<file path="config.mk">
export PLATFORM = sky130hd
export DESIGN_NAME = ram_access_ctrl
export DESIGN_NICKNAME = d
export VERILOG_FILES = /design/src/rtl/ram_access_ctrl.sv
export SDC_FILE = /design/constraint.sdc
export NUM_CORES = 1
export LEC_CHECK = 0
export ABC_AREA = 1
export BUFFER_PORTS_ARGS = -buffer_cell sky130_fd_sc_hd__buf_4
export CAP_MARGIN = 10
export CORE_AREA = 2 2 95 97
export CTS_CLUSTER_SIZE = 40
export DETAILED_ROUTE_END_ITERATION = 12
export DIE_AREA = 0 0 97 99
export PLACE_DENSITY = 0.8
export SYNTH_ARGS = -nofsm -noshare
export SYNTH_HDL_FRONTEND = slang
export SYNTH_SLANG_ARGS = --single-unit
</file>
<file path="constraint.sdc">
create_clock -name clk -period 3.3 [get_ports clk]
set_clock_uncertainty 0.15 [all_clocks]
set_input_delay 0.165 -clock clk [delete_from_list [all_inputs] [get_ports clk]]
set_output_delay 0.165 -clock clk [all_outputs]
set_load 0.02 [all_outputs]
</file>
<file path="src/rtl/ram_access_ctrl.sv">
// ram_access_ctrl: in-order valid/ready front-end for the dual-port ram block.
// Absorbs the one-cycle RAM read latency in a 2-entry response FIFO.
// Optional macro RAM_ACCESS_CTRL_INIT_EN compiles in a zero-fill sweep after reset.
module ram_access_ctrl #(
  parameter int unsigned add_size  = 11,
  parameter int unsigned data_size = 32
) (
  input  logic                 clk,
  input  logic                 rst_n,
  input  logic                 req_valid,
  output logic                 req_ready,
  input  logic                 req_write,
  input  logic [add_size-1:0]  req_addr,
  input  logic [data_size-1:0] req_wdata,
  output logic                 rsp_valid,
  input  logic                 rsp_ready,
  output logic [data_size-1:0] rsp_data,
  output logic                 init_done,
  output logic                 ram_write_en,
  output logic [add_size-1:0]  ram_write_address,
  output logic [data_size-1:0] ram_data_in,
  output logic                 ram_read_en,
  output logic [add_size-1:0]  ram_read_address,
  input  logic [data_size-1:0] ram_data_out
);

`ifdef RAM_ACCESS_CTRL_INIT_EN
  typedef enum logic [1:0] {IDLE, INIT, RUN} state_t;
  localparam logic [add_size-1:0] CNT_MAX = {add_size{1'b1}};
  logic [add_size-1:0] init_cnt;
`else
  typedef enum logic [1:0] {IDLE, RUN} state_t;
`endif

  state_t                 state, state_nxt;
  logic                   inflight;
  logic [1:0]             count;
  logic                   head;
  logic [data_size-1:0]   fifo_mem [2];
  logic [1:0]             occ;
  logic                   pop;
  logic                   push;
  logic                   tail;

  assign rsp_valid = (count != 2'd0);
  assign rsp_data  = fifo_mem[head];
  assign init_done = (state == RUN);
  assign pop       = rsp_valid & rsp_ready;
  assign push      = inflight;
  assign occ       = count + 2'(inflight);
  assign tail      = head ^ count[0];

  // State register
  always_ff @(posedge clk or negedge rst_n) begin
    if (!rst_n) state <= IDLE;
    else        state <= state_nxt;
  end

  // Next state, request handshake and RAM port drive
  always_comb begin
    state_nxt         = state;
    req_ready         = 1'b0;
    ram_write_en      = 1'b0;
    ram_write_address = req_addr;
    ram_data_in       = req_wdata;
    ram_read_en       = 1'b0;
    ram_read_address  = req_addr;
    case (state)
`ifdef RAM_ACCESS_CTRL_INIT_EN
      IDLE: state_nxt = INIT;
      INIT: begin
        ram_write_en      = 1'b1;
        ram_write_address = init_cnt;
        ram_data_in       = '0;
        if (init_cnt == CNT_MAX) state_nxt = RUN;
      end
`else
      IDLE: state_nxt = RUN;
`endif
      RUN: begin
        req_ready    = (occ < 2'd2) | pop;
        ram_write_en = req_valid & req_ready & req_write;
        ram_read_en  = req_valid & req_ready & ~req_write;
      end
      default: state_nxt = IDLE;
    endcase
  end

`ifdef RAM_ACCESS_CTRL_INIT_EN
  // Sweep address counter, saturates at the last word
  always_ff @(posedge clk or negedge rst_n) begin
    if (!rst_n)                                  init_cnt <= '0;
    else if (state == INIT && init_cnt != CNT_MAX) init_cnt <= init_cnt + add_size'(1);
  end
`endif

  // In-flight read flag: set on read issue, cleared when data is captured
  always_ff @(posedge clk or negedge rst_n) begin
    if (!rst_n) inflight <= 1'b0;
    else        inflight <= ram_read_en;
  end

  // Response FIFO pointers and storage
  always_ff @(posedge clk or negedge rst_n) begin
    if (!rst_n) begin
      count       <= 2'd0;
      head        <= 1'b0;
      fifo_mem[0] <= '0;
      fifo_mem[1] <= '0;
    end else begin
      if (push) fifo_mem[tail] <= ram_data_out;
      if (pop)  head <= ~head;
      count <= count + 2'(push) - 2'(pop);
    end
  end

endmodule

</file>
==> qor.yml, run 1 <==
routing:
  vias: 2927
  first_pass_iters: 4
  drc_errors: 0
  drt-vias-per-instance: 4.71
  post_drt_wl_per_cell_um: 12.9
  final_antenna_net_count: 0
  drt_iter0_drc: 169
  drt-total-wl_mm: 8.02
worst_setup_path:
  arrival_ns: 2.36
  crit_cells: 5
  regToRegEndpoint: "fifo_mem[24]"
  crit_path_start: "head"
  start_kind: "flop"
  reg2regPathDepth: 5
  slowest_stage: "dfrtp_1"
  r2r_start: "head"
  endpoint: "fifo_mem[24]"
  crit_required_ns: 3.34
  critPathCaptureType: "flop"
  critical-path-top-delay-family: "simple AND/OR/NAND/NOR gates"
  cp_max_fo: 64
  path_buf_inv: 1
  max_stage_delay_ns: 0.60
  r2r_setup_slack_ns: 0.99
  critical_path_class: "reg -> reg"
  path_cells: "inv_4, nand2_4, nand3_4, nand2_1, o21ai_2"
floorplanning:
  initial_core_util_pct: 44.1
  die_w_um: 97
  dieHeight_um: 99
  placementRows: 34
  num_io_pins: 171
  core_region_area_um2: 8550
  die-area_um2: 9600
synthesis:
  yosys-top-cells-area: "dfrtp_1 (46%), nand2_1 (20%), buf_4 (12%)"
  ys_warn_count: 0
  synth_flop_cell: "dfrtp_1"
  synth_cell_types: 19
  ys_seq_elements: 69
  syn-cell-area_um2: 3770
  synth_xor_area_share_pct: 0.465
  synthSimpleGateAreaFrac_pct: 25.9
  synthMuxAreaShare_pct: 0
  synth_top_family_by_area: "simple AND/OR/NAND/NOR gates"
  yosysMostFrequentCell: "nand2_1"
  synthesis.instances: 464
  synth_compound_area_share_pct: 7.57
  synth_top_cell_by_area: "dfrtp_1"
  syn-num-nets: 546
  synth_edf_count: 0
  seq_area_frac_synth_pct: 45.8
  yosys.area.top_type_share_pct: 45.8
  synth.avg_cell_area_um2: 8.12
  synth_common_cells: "nand2_1 (200), dfrtp_1 (69), buf_4 (58)"
  async_reset_ff_share_pct: 100
  synth_fa_ha_area_share_pct: 0.664
finish:
  nets: 591
  area_delta_synth_final_pct: 18.0
  antenna-diode-count: 0
  drive_above_1_share_pct: 25.5
timing:
  max_slew_margin_pct: 42.1
  finalMaxSlewViolations: 0
  min_period_ns: 2.31
  setup_violations: 0
  rsz0062_at_grt: "no"
  max_freq_mhz: 432
  hold_viol: 0
  tns_ns: 0
  worst_slew_pin_slew_ns: 0.868
  final.period_utilization_pct: 70.1
  hold_slack_ns: 0.0935
clock_network:
  clk_pin_slew_ns: 0.07
  cts_tree: "yes"
  post_cts_resized: 0
  cts_htree_levels: 3
  cts_sinks: 69
  clock-root-buffer: "clkbuf_8"
  clockBufferDepth: 2
  clk_latency_ns: 0.33
  cts_buffers: 9
grt:
  grt_pass1_wl_mm: 13.6
  grt_remaining_overflow: 0
  antenna_found_initial: 0
  grt_max_degree: 70
  grt_pass1_vias: 2922
  grt_usage_pct: 17.3
power_and_ir_drop:
  p_leak_uw: 0.00245
  powerDensity_nw_per_um2: 991
  irDropWorstVdd_uv: 414
run:
  maxCapViolCount: 0
place:
  place_hpwl_mm: 5.21
  routabilityCongestion: 0.746
  port_buffers: 73
worst_hold_path:
  holdCritPathClass: "in -> reg"
outcome:
  outcome: "completed"
## power breakdown
part           switching, uW  total (uW)  internal, uW
logic                   1340        2210           868
registers                253        1520          1260
clock network            314         681           367
## what timing repair did
| action | 4_1_cts | 5_1_grt |
|---|---|---|
| hold endpoints to repair | 134 | 0 |
| hold buffers | 35 | 0 |
| buffers inserted | 0 | 0 |
## layer usage
layer | global-route usage [%] | part of all wire [%] | up-vias
li1 | - | - | 1446
met1 | 21.7 | 42 | 1374
met2 | 28.2 | 49 | 69
met3 | 3.12 | 4.8 | 38
met4 | 9.97 | 4.1 | 0
met5 | 0 | 0 | -
## sequential cells by signal (all words and copies together) (netlist names)
register / flops
fifo_mem: 64
head: 1
state: 1
inflight: 1
count: 2
## tightest hold or removal path, stage by stage
cell,delay [ns]
buf_4,0.11
o21ai_0,0.16
xor2_1,0.10
## metrics by stage
stage / cell area [um2] / power (uW) / instances / setup slack, ns / util (%)
global placement: 3900 / 3670 / 571 / 1.04 / 45.6
detailed placement: 3900 / 3730 / 571 / 1.02 / 45.6
floorplan: 3770 / 3030 / 464 / 1.82 / -
global route: 4450 / 4760 / 622 / 0.751 / 52.0
CTS: 4450 / 4460 / 622 / 0.994 / 52.0
finish: 4450 / 4410 / 622 / 0.988 / 52.0
## area by class of cell
class | instances | area, um2
clock buffers | 10 | 138
clock inverters | 6 | 62.6
fillers | 817 | 4100
inverters | 41 | 156
multi-input cells | 277 | 1310
flip-flops and latches | 69 | 1730
well taps | 108 | 135
repair buffers | 111 | 921
## cells in the final DEF, fill, tap and decap left out, drive strengths merged
master	count
xor2	2
o21ai	33
nand2	204
buf	76
ha	2
bufinv	1
inv	41
nand3	33
clkinv	2
dlygate4sd3	35
clkinvlp	3
dfrtp	69
nor2	2
clkbuf	10
conb	1
## worst min path at each step
stage | start | end | cells after the start
floorplan | rst_n | count[0] | 0
global placement | rst_n | state[0] | 1
detailed placement | req_wdata[0] | ram_data_in[0] | 0
CTS | rsp_ready | head | 3
global route | rsp_ready | head | 3
finish | rsp_ready | head | 3
## kinds of logic (layout without fill, tap and decap cells)
family          after synthesis  after routing
other cells                   1              1
simple gates                239            239
compound gates               33             33
fa+ha+maj                     2              2
buf+inv                     118            168
flops                        69             69
xor+xnor                      2              2
Power figures use the tool's default switching activity.
==> inputs of run 2 (changes only) <==
CORE_AREA = 2 2 97 99   (was 2 2 95 97)
DIE_AREA = 0 0 99 101   (was 0 0 97 99)
clock period = 2 ns   (was 3.3 ns; I/O delays follow)
==> run 2 against run 1 <==
Effect of this change:
- worst setup slack got worse by 0.87 ns
- design area rose by 0.84%
- combinational power rose by 67%
- worst hold slack got worse by 0.097 ns
- register-to-register slack got worse by 0.87 ns
- power rose by 63%
- via count fell by 3.2%
- non-clock buffer count rose by 4
- the run now ends with hold timing left
- first-iteration DRC count fell by 19%
==> qor.yml, run 2 (synthesized netlist as in run 1, its figures left out) <==
outcome:
  outcome: "complete, but fails checks"
  violations: "hold timing"
worst_setup_path:
  r2r_setup_slack_ns: 0.12
  path_cells: "ha_1, inv_1, nand2_1, nand2_1, nand2_1, nand2_1, nor2_1, dlygate4sd3_1"
  cpMostUsedCell: "nand2_1"
  regToRegEndpoint: "inflight"
  crit_cells: 8
  slowest_stage: "dlygate4sd3_1"
  crit_required_ns: 2.07
  r2r_start: "count[0]"
  critical-path-top-delay-family: "buffers and inverters"
  path_buf_inv: 2
  start_kind: "flop"
  critPathCaptureType: "flop"
  arrival_ns: 1.94
  crit_path_start: "count[0]"
  critical_path_class: "reg -> reg"
  endpoint: "inflight"
  reg2regPathDepth: 8
  cp_max_fo: 4
  max_stage_delay_ns: 0.55
routing:
  highest_layer: "met4"
  drt_iter0_drc: 137
  post_drt_wl_per_cell_um: 12.3
  first_pass_iters: 4
  drt-total-wl_mm: 7.72
  met3_length_um: 367
  drc_errors: 0
  drt-vias-per-instance: 4.51
  wl_met2_mm: 3.75
  drt-met1-wl_mm: 3.41
  final_antenna_net_count: 0
  vias: 2834
place:
  dp_slack_ns: 0.420
  routabilityCongestion: 0.771
  port_buffers: 73
  place_hpwl_mm: 4.98
finish:
  drive_above_1_share_pct: 26.1
  largestRegisters: "fifo_mem: 64 flops, count: 2 flops"
  antenna-diode-count: 0
  mostFrequentLayoutCell: "nand2_1"
  regMostFlops: "fifo_mem"
  largest_reg_flops: 64
  area_delta_synth_final_pct: 19.0
  mostFrequentLayoutCells: "nand2_1 (200), buf_4 (78), dfrtp_1 (68)"
  fillers: 847
  final_util_pct: 50.0
  nets: 595
clock_network:
  clk_pin_slew_ns: 0.07
  cts_sinks: 69
  cts_buffers: 9
  clock-root-buffer: "clkbuf_8"
  cts_tree: "yes"
  clk_latency_ns: 0.33
  clockBufferDepth: 2
  cts_htree_levels: 3
grt:
  grt_max_degree: 65
  grt_remaining_overflow: 0
  antenna_found_initial: 0
  grt_pass1_wl_mm: 13.2
  grt_usage_pct: 16.4
  grt_pass1_vias: 2916
floorplanning:
  placementRows: 35
  die-area_um2: 10000
  initial_core_util_pct: 42.0
  die_w_um: 99
  core_region_area_um2: 8980
  num_io_pins: 171
  dieHeight_um: 101
run:
  maxCapViolCount: 0
power_and_ir_drop:
  seq_power_share_pct: 34.4
  p_leak_uw: 0.00248
  pwr-share-clk_pct: 14.1
  irDropWorstVdd_uv: 828
  p_comb_share_pct: 51.5
  swShare_pct: 43.1
  powerDensity_nw_per_um2: 1600
  internal-power_uw: 4080
  power.switching_uw: 3090
timing:
  final.period_utilization_pct: 93.9
  finalMaxSlewViolations: 0
  setup_ws_ns: 0.122
  hold_slack_ns: -0.00343
  hold_viol: 1
  max_freq_mhz: 533
  tns_ns: 0
  min_period_ns: 1.88
  setup_violations: 0
  rsz0062_at_grt: "no"
worst_hold_path:
  holdCritPathClass: "in -> reg"
  hold-path-cell-count: 3
## run 2: metal layers
metal	vias up	GRT usage, %
li1	1445	-
met1	1284	18.5
met2	81	29.4
met3	24	4.58
met4	0	6.22
met5	-	0
## run 2: final cells by class
type / count / area (um2) / area share, %
inverter: 41 / 156 / 3.49
multi-input combinational: 277 / 1310 / 29.2
clock buffer: 12 / 155 / 3.46
timing repair buffer: 115 / 976 / 21.8
tap: 111 / 139 / 3.10
clock inverter: 4 / 22.5 / 0.502
sequential: 69 / 1730 / 38.5
## run 2: worst register-to-register path, stage by stage, from the launching register on
cell           delay [ns]
dfrtp_2              0.44
ha_1                 0.20
inv_1                0.05
nand2_1              0.04
nand2_1              0.09
nand2_1              0.05
nand2_1              0.11
nor2_1               0.07
dlygate4sd3_1        0.55
## run 2: stage by stage
| step | cells | total power (uW) | hold WS (ns) | instance area, um2 |
|---|---|---|---|---|
| 2_1_floorplan | 464 | 5000 | -0.346 | 3770 |
| 3_3_place_gp | 578 | 6050 | -0.0835 | 3960 |
| 3_5_place_dp | 578 | 6170 | -0.0792 | 3960 |
| 4_1_cts | 629 | 7260 | 0.0160 | 4480 |
| 5_1_grt | 629 | 7780 | 0.00901 | 4480 |
| 6_report | 629 | 7170 | -0.00343 | 4480 |
## run 2: timing repair
item,in CTS,in global routing
setup buffers,0,0
hold buffers,35,0
setup endpoints to repair,0,2
endpoints found under the hold margin,134,0
gates resized for setup,0,2
## run 2: how the worst min path moves through the flow
stage                   start  slack [ns]      endpoint
floorplan               rst_n       -0.35      count[0]
global route        rsp_ready       0.009          head
CTS                 rsp_ready        0.02          head
finish              rsp_ready      -0.003          head
detailed placement      rst_n       -0.08  fifo_mem[18]
global placement        rst_n       -0.08  fifo_mem[18]
## run 2: power by group through the flow
stage	clock network (uW)	registers (uW)	logic (uW)
floorplan	0	2370	2630
global placement	0	2450	3600
detailed placement	0	2480	3690
CTS	1050	2460	3750
global route	1110	2550	4120
finish	1010	2460	3690
